`config.mk`:
```
export PLATFORM = sky130hd
export DESIGN_NAME = uart_tx_sched_flat
export DESIGN_NICKNAME = d
export VERILOG_FILES = /design/src/rtl/uart_tx_sched_if.sv /design/src/rtl/uart_tx_sched.sv /design/src/flat_wrapper.sv
export SDC_FILE = /design/constraint.sdc
export NUM_CORES = 1
export LEC_CHECK = 0
export CAP_MARGIN = 20
export CORE_MARGIN = 2
export CORE_UTILIZATION = 40
export CTS_CLUSTER_SIZE = 10
export DETAILED_ROUTE_END_ITERATION = 12
export GPL_TIMING_DRIVEN = 0
export HOLD_SLACK_MARGIN = 0.1
export PLACE_DENSITY_LB_ADDON = 0.3
export RECOVER_POWER = 100
export SYNTH_ARGS = -nofsm -noshare
export SYNTH_HDL_FRONTEND = slang
export SYNTH_SLANG_ARGS = --single-unit
```
`constraint.sdc`:
```
create_clock -name clk -period 3.05 [get_ports clk]
set_input_delay 0.915 -clock clk [delete_from_list [all_inputs] [get_ports clk]]
set_output_delay 0.915 -clock clk [all_outputs]
set_load 0.05 [all_outputs]
```
`src/rtl/uart_tx_sched_if.sv`:
```
`default_nettype none
// ============================================================================
//  Module      : uart_tx_sched_if
//  Description : Requester-side byte streams and TX FIFO write port shared
//                by the UART transmit scheduler.
//  Revision    : 1.0  initial release
// ============================================================================
interface uart_tx_sched_if #(
  parameter int NUM_REQ = 4
);
  logic [NUM_REQ-1:0]   req_valid;
  logic [8*NUM_REQ-1:0] req_data;
  logic [NUM_REQ-1:0]   req_last;
  logic [NUM_REQ-1:0]   req_ready;
  logic                 tx_full;
  logic                 tx_wr_en;
  logic [7:0]           tx_data;
  logic [NUM_REQ-1:0]   grant;
  logic                 busy;

  // Requesters and FIFO side
  modport master (
    output req_valid, req_data, req_last, tx_full,
    input  req_ready, tx_wr_en, tx_data, grant, busy
  );

  // Scheduler side
  modport slave (
    input  req_valid, req_data, req_last, tx_full,
    output req_ready, tx_wr_en, tx_data, grant, busy
  );
endinterface
`default_nettype wire

```
`src/rtl/uart_tx_sched.sv`:
```
`default_nettype none
// ============================================================================
//  Module      : uart_tx_sched
//  Description : Round-robin scheduler sharing one UART TX FIFO write port
//                between NUM_REQ byte-stream requesters, with optional
//                channel-ID header, burst limit and stall timeout.
//  Revision    : 1.0  initial release
// ============================================================================
module uart_tx_sched #(
  parameter int NUM_REQ   = 4,
  parameter int MAX_BURST = 8,
  parameter int HDR_EN    = 1,
  parameter int STALL_MAX = 64
) (
  input  logic           clk,
  input  logic           reset,
  uart_tx_sched_if.slave bus
);

  localparam int c_idx_w   = (NUM_REQ > 1) ? $clog2(NUM_REQ) : 1;
  localparam int c_stall_w = (STALL_MAX > 1) ? $clog2(STALL_MAX) : 1;

  typedef enum logic [1:0] {
    IDLE = 2'd0,
    HDR  = 2'd1,
    DATA = 2'd2
  } state_t;

  state_t               r_state,     w_state_nx;
  logic [NUM_REQ-1:0]   r_grant,     w_grant_nx;
  logic [c_idx_w-1:0]   r_idx,       w_idx_nx;
  logic [c_idx_w-1:0]   r_last_idx,  w_last_idx_nx;
  logic [7:0]           r_burst_cnt, w_burst_cnt_nx;
  logic [c_stall_w-1:0] r_stall_cnt, w_stall_cnt_nx;

  logic                 w_pick_any;
  logic [c_idx_w-1:0]   w_pick_idx;
  logic [c_idx_w-1:0]   w_cand;
  logic                 w_sel_valid;
  logic [7:0]           w_sel_data;
  logic                 w_sel_last;
  logic                 w_fire;
  logic                 w_tx_wr_en;
  logic [7:0]           w_tx_data;
  logic [NUM_REQ-1:0]   w_req_ready;

  // Round-robin pick: walk downward so the candidate nearest last+1 wins.
  always_comb begin
    w_pick_any = 1'b0;
    w_pick_idx = '0;
    w_cand     = '0;
    for (int k = NUM_REQ; k >= 1; k--) begin
      w_cand = c_idx_w'((int'(r_last_idx) + k) % NUM_REQ);
      if (bus.req_valid[w_cand]) begin
        w_pick_any = 1'b1;
        w_pick_idx = w_cand;
      end
    end
  end

  assign w_sel_valid = bus.req_valid[r_idx];
  assign w_sel_data  = bus.req_data[{r_idx, 3'b000} +: 8];
  assign w_sel_last  = bus.req_last[r_idx];
  assign w_fire      = w_sel_valid & ~bus.tx_full;

  // Next-state, counters and the zero-latency FIFO write path.
  always_comb begin
    w_state_nx     = r_state;
    w_grant_nx     = r_grant;
    w_idx_nx       = r_idx;
    w_last_idx_nx  = r_last_idx;
    w_burst_cnt_nx = r_burst_cnt;
    w_stall_cnt_nx = r_stall_cnt;
    w_tx_wr_en     = 1'b0;
    w_tx_data      = 8'h00;
    w_req_ready    = '0;

    case (r_state)
      IDLE: begin
        if (w_pick_any) begin
          w_grant_nx             = '0;
          w_grant_nx[w_pick_idx] = 1'b1;
          w_idx_nx               = w_pick_idx;
          w_burst_cnt_nx         = 8'd0;
          w_stall_cnt_nx         = '0;
          w_state_nx             = (HDR_EN != 0) ? HDR : DATA;
        end
      end

      HDR: begin
        if (!bus.tx_full) begin
          w_tx_wr_en = 1'b1;
          w_tx_data  = {4'hA, 4'(r_idx)};
          w_state_nx = DATA;
        end
      end

      DATA: begin
        w_req_ready[r_idx] = ~bus.tx_full;
        if (w_fire) begin
          w_tx_wr_en     = 1'b1;
          w_tx_data      = w_sel_data;
          w_burst_cnt_nx = r_burst_cnt + 8'd1;
          w_stall_cnt_nx = '0;
          if (w_sel_last || (r_burst_cnt == 8'(MAX_BURST - 1))) begin
            w_state_nx    = IDLE;
            w_last_idx_nx = r_idx;
            w_grant_nx    = '0;
          end
        end else if (!bus.tx_full) begin
          // Requester went quiet while the FIFO could have taken a byte.
          if (r_stall_cnt == c_stall_w'(STALL_MAX - 1)) begin
            w_state_nx    = IDLE;
            w_last_idx_nx = r_idx;
            w_grant_nx    = '0;
          end else begin
            w_stall_cnt_nx = r_stall_cnt + 1'b1;
          end
        end
      end

      default: w_state_nx = IDLE;
    endcase

    // Nothing leaves the block while reset is held.
    if (reset) begin
      w_tx_wr_en  = 1'b0;
      w_tx_data   = 8'h00;
      w_req_ready = '0;
    end
  end

  // State register; reset restarts arbitration at requester 0.
  always_ff @(posedge clk) begin
    if (reset) begin
      r_state     <= IDLE;
      r_grant     <= '0;
      r_idx       <= '0;
      r_last_idx  <= c_idx_w'(NUM_REQ - 1);
      r_burst_cnt <= 8'd0;
      r_stall_cnt <= '0;
    end else begin
      r_state     <= w_state_nx;
      r_grant     <= w_grant_nx;
      r_idx       <= w_idx_nx;
      r_last_idx  <= w_last_idx_nx;
      r_burst_cnt <= w_burst_cnt_nx;
      r_stall_cnt <= w_stall_cnt_nx;
    end
  end

  assign bus.tx_wr_en  = w_tx_wr_en;
  assign bus.tx_data   = w_tx_data;
  assign bus.req_ready = w_req_ready;
  assign bus.grant     = r_grant;
  assign bus.busy      = (r_state != IDLE);

endmodule
`default_nettype wire

```
`src/flat_wrapper.sv`:
```
// flat-port wrapper written by rule: the top's interface ports become plain ports
module uart_tx_sched_flat 
#(
  parameter int NUM_REQ   = 4,
  parameter int MAX_BURST = 8,
  parameter int HDR_EN    = 1,
  parameter int STALL_MAX = 64
)
  (clk, reset, bus_req_valid, bus_req_data, bus_req_last, bus_tx_full, bus_req_ready, bus_tx_wr_en, bus_tx_data, bus_grant, bus_busy);
  uart_tx_sched_if #(.NUM_REQ(NUM_REQ)) bus_i ();
  input  logic clk;
  input  logic reset;
  input wire logic [$bits(bus_i.req_valid)-1:0] bus_req_valid;
  input wire logic [$bits(bus_i.req_data)-1:0] bus_req_data;
  input wire logic [$bits(bus_i.req_last)-1:0] bus_req_last;
  input wire logic [$bits(bus_i.tx_full)-1:0] bus_tx_full;
  output wire logic [$bits(bus_i.req_ready)-1:0] bus_req_ready;
  output wire logic [$bits(bus_i.tx_wr_en)-1:0] bus_tx_wr_en;
  output wire logic [$bits(bus_i.tx_data)-1:0] bus_tx_data;
  output wire logic [$bits(bus_i.grant)-1:0] bus_grant;
  output wire logic [$bits(bus_i.busy)-1:0] bus_busy;
  assign bus_i.req_valid = bus_req_valid;
  assign bus_i.req_data = bus_req_data;
  assign bus_i.req_last = bus_req_last;
  assign bus_i.tx_full = bus_tx_full;
  assign bus_req_ready = bus_i.req_ready;
  assign bus_tx_wr_en = bus_i.tx_wr_en;
  assign bus_tx_data = bus_i.tx_data;
  assign bus_grant = bus_i.grant;
  assign bus_busy = bus_i.busy;
  uart_tx_sched #(.NUM_REQ(NUM_REQ), .MAX_BURST(MAX_BURST), .HDR_EN(HDR_EN), .STALL_MAX(STALL_MAX)) u_core (.clk(clk), .reset(reset), .bus(bus_i));
endmodule
```
# Yosys cells after proc, flatten, opt, wreduce, memory -nomap -nowiden
# Cells that the tools add are included.
totals:
  ff_bits: 24
  elab_cells: 109
  input_bits: 43
  output_inout_bits: 18
op_classes:
  bitwise_logic: 3
  shifts: 1
  eq_ne: 13
  n_lt_le_gt_ge: 8
  muxes: 59
  add_sub_neg: 6
  reduce_logical: 13
ops:
  columns: ["operator", "n"]
  rows:
  - ["8-bit two-way mux", 5]
  - ["8-bit case mux with 2 select lines", 2]
  - ["32-bit by 6-bit indexed part select with 8-bit output", 1]
  - ["2-bit two-way mux", 14]
  - ["4-bit two-way mux", 7]
  - ["6-bit two-way mux", 4]
  - ["2-bit by 3-bit < comparator with 1-bit output, second input constant", 6]
  - ["1-bit two-way mux", 15]
  - ["1-bit binary-select mux with 2-bit select", 6]
  - ["6-bit case mux with 2 select lines", 1]
  - ["5-bit AND reduction", 2]
  - ["8-bit by 1-bit adder with 8-bit output, second input constant", 1]
  - ["8-bit by 3-bit == test with 1-bit output, second input constant", 1]
  - ["4-bit case mux with 2 select lines", 1]
  - ["4-bit AND reduction", 2]
  - ["6-bit by 1-bit adder with 6-bit output, second input constant", 1]
  - ["6-bit == test, second input constant", 1]
  - ["2-bit by 1-bit inequality test with 1-bit output, second input constant", 3]
  - ["3-bit by 2-bit inequality test with 1-bit output, second input constant", 2]
  - ["2-bit case mux with 3 select lines", 1]
  - ["2-bit nonzero test", 3]
  - ["2-bit by 1-bit adder with 2-bit output, second input constant", 2]
  - ["2-bit adder, second input constant", 2]
  - ["4-bit AND", 1]
  - ["15 further kinds", 19]

# Logic depth before layout (Yosys ltp)
# Gate-level depths: netlist of run 1.
logic_depth:
  depth_word: 13
  mapped_depth: 9

# Worst setup path after synthesis of run 1
# Ideal clock, no wire load.
synth_path:
  kind: "input port to output port"
  start: "input port bus_tx_full"
  end: "output port bus_req_ready[1]"
  n_path_buf: 0
  path_stages: 3
  slack_ns: -0.631
  t_arrival_ns: 2.766
  t_required_ns: 2.135
  cell_sequence: "inv_1 nand2_1 nor4b_1"
synth_between:
  elab_chain_len: 4
synth_lines:
  columns: ["element", "line", "rtl"]
  rows:
  - ["start: declaration", "flat_wrapper.sv:16", "input wire logic [$bits(bus_i.tx_full)-1:0] bus_tx_full;"]
  - ["1-bit inverter", "uart_tx_sched.sv:99", "w_req_ready[r_idx] = ~bus.tx_full;"]
  - ["4-bit AND (no line)", null, null]
  - ["4-bit two-way mux", "uart_tx_sched.sv:78", "case (r_state)"]
  - ["4-bit two-way mux", "uart_tx_sched.sv:126", "if (reset) begin"]
  - ["end: declaration", "flat_wrapper.sv:17", "output wire logic [$bits(bus_i.req_ready)-1:0] bus_req_ready;"]
# No other way between the ends.

# Final worst setup path of run 1
layout_path:
  start: "input port bus_req_data[28]"
  end: "output port bus_tx_data[4]"
layout_between:
  elab_chain_len: 4
layout_lines:
  columns: ["element", "line", "rtl"]
  rows:
  - ["start: declaration", "flat_wrapper.sv:14", "input wire logic [$bits(bus_i.req_data)-1:0] bus_req_data;"]
  - ["32-bit by 6-bit indexed part select with 8-bit output", "uart_tx_sched.sv:62", "assign w_sel_data = bus.req_data[{r_idx, 3'b000} +: 8];"]
  - ["8-bit two-way mux", "uart_tx_sched.sv:100", "if (w_fire) begin"]
  - ["8-bit case mux with 2 select lines", "uart_tx_sched.sv:78", null]
  - ["8-bit two-way mux", "uart_tx_sched.sv:126", null]
  - ["end: declaration", "flat_wrapper.sv:19", "output wire logic [$bits(bus_i.tx_data)-1:0] bus_tx_data;"]
# No other way between the ends.

==> results of run 1 <==
## power groups by stage
stage / sequential (mW) / combinational [mW] / clock, mW
floorplan: 0.401 / 0.641 / 0
finish: 0.364 / 0.990 / 0.187
CTS: 0.365 / 0.975 / 0.193
detailed placement: 0.372 / 0.917 / 0
global route: 0.368 / 1.07 / 0.208
global placement: 0.369 / 0.902 / 0
## cell usage after synthesis (2+ instances only)
library cell  count  area share [%]
a211oi_1          3             1.2
a211oi_2          4             2.6
a21o_1            2            0.79
a21oi_1          16             4.2
a21oi_2           2            0.92
a22oi_1           2            0.79
and3_1            4             1.3
buf_2             4             1.1
buf_6             2             1.2
clkbuf_1          2            0.40
dfxtp_1          24              25
ha_1              5             3.3
inv_1             7             1.4
mux2_4            3             2.4
mux2i_1           5             2.6
mux4_1            5             6.9
mux4_2            5             5.9
nand2_1          16             3.2
nand2b_1          2            0.66
nand3_1          13             3.4
nand4_1           2            0.66
nor2_1           28             5.5
nor2b_1           4             1.3
nor3b_1           4             1.6
o21ai_0           4             1.1
or3_1             2            0.66
xnor2_1           5             2.3
xor2_1            5             2.3
## routing by layer
layer / routed length, µm / part of all wire (%) / GRT usage (%) / up-vias
li1: - / - / - / 903
met1: 2240 / 41 / 28.9 / 880
met2: 2830 / 52 / 35.6 / 43
met3: 332 / 6.1 / 4.14 / 11
met4: 76 / 1.4 / 4.94 / 0
met5: 0 / 0 / 0 / -
## state kept, by name, summed over array words and instances (netlist names)
signal	cells
u_core.bus.grant	4
u_core.r_burst_cnt	8
u_core.r_idx	2
u_core.r_last_idx	2
u_core.r_stall_cnt	6
u_core.r_state	2
## logic make-up (layout without fill, tap and decap cells)
kind of cell	count (synthesis)	in the layout	synth area share, %
compound gates	47	47	20.7
xor+xnor	10	10	4.62
fa+ha+maj	5	5	3.30
buf+inv	16	85	4.43
flops	24	24	25.4
mux	18	18	17.9
simple gates	86	86	23.6
## stage by stage
stage | power (mW) | hold WS, ns | instance area (µm²) | utilization [%] | setup TNS (ns)
after floorplan | 1.04 | 0.449 | 1910 | - | -2.04
after global placement | 1.27 | 0.464 | 2570 | 55.6 | -13.78
after detailed placement | 1.29 | 0.470 | 2570 | 55.6 | -14.32
after CTS | 1.53 | 0.482 | 2700 | 58.2 | -0.107
after global routing | 1.64 | 0.509 | 2700 | 58.3 | -0.000324
final | 1.54 | 0.481 | 2700 | 58.3 | 0
## worst paths after layout
path / end / slack (ns) / cells past startpoint
max: bus_tx_data[4] / 0.01 / 4
max reg2reg: u_core.bus.grant[3]$_SDFFE_PP0P_ / 0.70 / 7
min: u_core.r_burst_cnt[1]$_SDFFE_PP0P_ / 0.48 / 2
min reg2reg: u_core.r_burst_cnt[1]$_SDFFE_PP0P_ / 0.48 / 2
## area by class of cell
| cell class | instances | share of cell area [%] |
|---|---|---|
| buffer | 8 | 1.76 |
| clock buffer | 3 | 1.53 |
| inverter | 7 | 0.974 |
| multi-input combinational | 166 | 50.7 |
| sequential | 24 | 17.8 |
| tap | 54 | 2.50 |
| timing repair buffer | 67 | 24.8 |
## worst max-delay path, delay by kind of cell
family,cells,cell delay (ns)
buf+inv,2,0.57
mux,1,0.47
simple gates,1,0.17
## what timing repair did
action	4_1_cts	5_1_grt
pin swaps	7	8
setup buffers	5	2
gates resized for setup	131	32
endpoints found under the setup margin	13	12
==> metrics, run 1 <==
run status finished, final reports clean; first drt pass iteration count 4; RR Startpoint u_core.r_idx[0]$_SDFFE_PP0P_; IO Port Bufs 60; core box area between 0.004 and 0.005 mm²; Least-Margin Pin Slew 0.679 ns; Clk network pwr share 12.1%; final std cells w/o fill between 300 and 400; die area about 0.0053 mm²; CP Data Arrival Time between 2 and 2.5 ns; die height about 73 µm; min cycle time layout slightly above 3 ns; Area Overhead vs Synth 42.5%; Final nets 325; cells along the critical path clkdlybuf4s50_1 -> mux4_2 -> nor3b_4 -> buf_6; Reg area between 400 and 500 µm²; Worst setup EP type output pin; first-pass GRT wire length roughly 8800 µm; Iteration-0 DRC Markers a little over 100; Worst path slowest cell mux4_2; sequential cell area fraction in the yosys report about a quarter; Setup-failing EPs final 0; Power Density 571 mW/mm²; Num CTS Buffers 3; H-tree depth 1; Filler cells a little over 400; most frequent cells in the layout nor2_1 (26), dfxtp_1 (24), clkdlybuf4s50_1 (20); GP Congestion 0.819; clk root buf clkbuf_8; RSZ-0062 raised after global routing yes; multi-input gate area in the final layout about 0.0014 mm²; final WL approximately 5500 µm; Final period util about 100%; wire per inst ~17 µm; internal power roughly 0.83 mW; CP startpoint kind input pin; number of global-route vias before repair approximately 1800; vias post-DR roughly 1800; most common cell after layout, fill and taps aside nor2_1; Initial Util slightly above 40%; Peak VDD IR between 0.3 and 0.4 mV; clk_lat worst skew about 0.27 ns; DR vias/cell ~5.6; CTS clk-pin slew, worst paths 0.08 ns; final hold violation count 0; Cell Area, Synth between 0.0015 and 0.002 mm²; critical path class input pin to output pin; WP data required 2.13 ns; antenna violations before repair 0; max-cap violations 0; FP Rows 25; I/O pin cnt a little over 60; headroom to the max-slew limit between 50% and 60%; Warnings, synthesis 0; Seq pwr share 23.6%; P_leak ~1.1 nW; net switching power ~0.71 mW; crit path launch bus_req_data[28]; max frequency approximately 0.33 GHz; hold_sp u_core.r_burst_cnt[1]$_SDFFE_PP0P_; Post-synth EDFFs 0; diodes inserted 0; GRT Overall Usage a little over a fifth; remaining global-route overflow 0; Top FF cell, synth dfxtp_1; FFs w/ async S/R, synth 0%; combinational share of power between 60% and 70%; Clock Sinks 24; Net Sw Frac around 46%; Final WS setup between 0.01 and 0.015 ns; Hold Path Class flop to flop; synthesized instance count 206; Slew Viols, Final 0; CTS tree built; CP max FO 1; Setup WS pre-CTS -1.49 ns; Die X 72.8 µm; remaining antenna violation count 0; residual DRC count 0; mean post-synth cell area 9.20 µm²; worst-case clock buffer depth 2; crit-path max cell delay around 0.47 ns; distinct cell type count after synthesis 54; largest net degree at the start of global routing 13; Post-Syn Nets around 250; Hold Buf Count CTS 0; #FFs+latches synth 24; post-placement cell count between 300 and 400; layout cell share with drive strength beyond 1 a little over a quarter; Clock Skews roughly 0.008 ns; Detailed Place HPWL ~4000 µm
Note: power is estimated with default switching activity, not from simulation.
==> inputs of run 2 (changes only) <==
Settings changed: CORE_UTILIZATION 40 to 47, REMOVE_ABC_BUFFERS from default to 1.
==> run 2 against run 1 <==
Critical path depth is the same. Register-to-register slack worse by 0.16 ns. Hold slack better by 0.0027 ns. Core utilization grew 7.1 points. Clock power barely moved. Global-route usage increased by 0.067 points. Sequential power grew 15%. Sequential cell count is the same. Final cell count decreased by 4.3%. Via count is 3.2% lower. Non-clock buffer count shrank 10. Critical path type unchanged. Largest cell class unchanged. Largest power group unchanged.
==> metrics, run 2 (synthesis results as in run 1) <==
critical path capture point bus_tx_data[6]; critical path depth 4 (unchanged); first drt pass iteration count 4 (unchanged); antenna violations before repair 0 (unchanged); WP buf/inv 2 (unchanged); Die X 67.5 µm (-7.3%); final std cells w/o fill 315 (-4.3%); most frequent cells in the layout nor2_1 (27), dfxtp_1 (22), nand2_1 (16), clkdlybuf4s50_1 (16), a21oi_1 (14); P_leak 1.01 nW (-5.9%); critical path class input pin to output pin; post-placement cell count 307 (-4.1%); final WL 4830 µm (-12%); Hold Path Class flop to flop; crit-path max cell delay 0.47 ns (about the same); GP Congestion 0.805 (-1.7%); Area Overhead vs Synth 36.2%; Slew Viols, Final 0 (unchanged); layout cell share with drive strength beyond 1 25.3% (-1.6 points); first-pass GRT wire length 7490 µm (-14%); die area 0.00455 mm² (-14%); worst-case clock buffer depth 2 (unchanged); cell family with most CP delay buffers and inverters; WP data required 2.13 ns (about the same); Clock Sinks 24 (unchanged); GRT Overall Usage 21.5% (+0.067 points); Reg with most FFs u_core.r_burst_cnt; remaining antenna violation count 0 (unchanged); Setup-failing EPs final 0 (unchanged); Worst setup EP type output pin; RR Startpoint u_core.r_idx[0]$_SDFFE_PP0P_; CTS clk-pin slew, worst paths 0.08 ns (about the same); Detailed Place HPWL 3500 µm (-11%); max frequency 0.330 GHz (about the same); Iteration-0 DRC Markers 93 (-7.9%); Register-to-Register Path Depth 6 (-1); Clock Skews 0.00316 ns (-0.00496 ns); CTS tree built; Worst path slowest cell mux4_2; number of global-route vias before repair 1662 (-7.6%); reg2reg setup slack 0.54 ns (-0.16 ns); hold slack 0.484 ns (+0.00272 ns); largest net degree at the start of global routing 20 (+7); crit path launch bus_req_data[14]; Power Density 569 mW/mm² (-0.36%); Initial Util 48.0% (+7.1 points); clk root buf clkbuf_8; cells along the critical path clkdlybuf4s50_1 -> mux4_2 -> and3_4 -> buf_6; Final nets 315 (-3.1%); Final period util 99.5% (about the same); I/O pin cnt 61 (unchanged); H-tree depth 1 (unchanged); CP startpoint kind input pin; run status finished, final reports clean; final hold violation count 0 (unchanged); CP max FO 1 (unchanged); residual DRC count 0 (unchanged); capture point of the worst reg-to-reg path u_core.bus.grant[3]$_SDFFE_PP0P_; remaining global-route overflow 0 (unchanged); Setup TNS 0 ns (unchanged); max-cap violations 0 (unchanged); IO Port Bufs 60 (unchanged); clk_lat worst skew 0.27 ns (about the same); CP Data Arrival Time 2.12 ns (about the same); hold depth 2 (unchanged); headroom to the max-slew limit 45.3% (-8.9 points); vias post-DR 1778 (-3.2%); FP Rows 23 (-8.0%); min cycle time layout 3.03 ns (-0.00298 ns); diodes inserted 0 (unchanged); most common cell after layout, fill and taps aside nor2_1; wire per inst 15.3 µm (-7.9%); DR vias/cell 5.64 (+1.1%); Peak VDD IR 0.438 mV (+30%); core box area 0.00394 mm² (-15%); Num CTS Buffers 3 (unchanged); die height 67.5 µm (-7.3%); max FFs per register 8 (unchanged); RSZ-0062 raised after global routing yes; Least-Margin Pin Slew 0.811 ns (+0.131 ns)
run 2: cell types whose count changed in the layout (fill, tap and decap cells not counted), moves of 3 or more:
cell,before,now
buf_6,12,6
clkdlybuf4s50_1,20,16
clkbuf_1,4,1
dlygate4sd2_1,5,9
clkbuf_2,1,4
run 2: worst min-delay path by stage:
stage | start | to | slack [ns]
floorplan | u_core.r_burst_cnt[1]$_SDFFE_PP0P_ | u_core.r_burst_cnt[1]$_SDFFE_PP0P_ | 0.44
global placement | u_core.r_burst_cnt[1]$_SDFFE_PP0P_ | u_core.r_burst_cnt[1]$_SDFFE_PP0P_ | 0.46
detailed placement | u_core.r_burst_cnt[1]$_SDFFE_PP0P_ | u_core.r_burst_cnt[1]$_SDFFE_PP0P_ | 0.47
CTS | u_core.r_burst_cnt[1]$_SDFFE_PP0P_ | u_core.r_burst_cnt[1]$_SDFFE_PP0P_ | 0.48
global route | u_core.r_burst_cnt[1]$_SDFFE_PP0P_ | u_core.r_burst_cnt[1]$_SDFFE_PP0P_ | 0.51
finish | u_core.r_burst_cnt[1]$_SDFFE_PP0P_ | u_core.r_burst_cnt[1]$_SDFFE_PP0P_ | 0.48
run 2: timing repair:
item,4_1_cts,5_1_grt
setup endpoints to repair,13,13
setup buffers,4,1
pin swaps,10,7
hold buffers,0,0
gates cloned,0,0
gates resized for setup,133,35
run 2: through the flow:
stage	total power, mW	utilization (%)	instance area (µm²)	setup WS, ns
after floorplan	0.998	-	1840	-0.654
after global placement	1.21	63.4	2500	-1.40
after detailed placement	1.23	63.4	2500	-1.42
after CTS	1.46	64.7	2550	-0.0214
after global routing	1.56	65.4	2580	-0.0226
final	1.47	65.4	2580	0.0152
run 2: tightest hold or removal path, stage by stage (launching register included):
cell and delay [ns]:
dfxtp_1 0.33, nand2_1 0.06, a21oi_1 0.05
run 2: layer usage:
layer  GRT usage (%)  vias to the layer above  share of wire [%]
met5               0                        -                  0
met4            4.59                        0                1.6
met3            3.83                        8                3.7
met2            39.3                       37                 51
met1            26.0                      853                 44
li1                -                      880                  -
run 2: cell type report:
cell class / count / area (µm²)
clock buffer: 3 / 41.3
fill: 345 / 1360
inverter: 7 / 26.3
multi-input combinational: 166 / 1360
sequential: 24 / 485
tap: 50 / 62.6
timing repair buffer: 65 / 608
run 2: power by group:
part / internal [mW] / total, mW / switching (mW) / leakage [nW]
clock: 0.0884 / 0.187 / 0.0985 / 0.0216
sequential: 0.349 / 0.418 / 0.0695 / 0.195
combinational: 0.361 / 0.863 / 0.503 / 0.792
total: 0.798 / 1.47 / 0.671 / 1.01
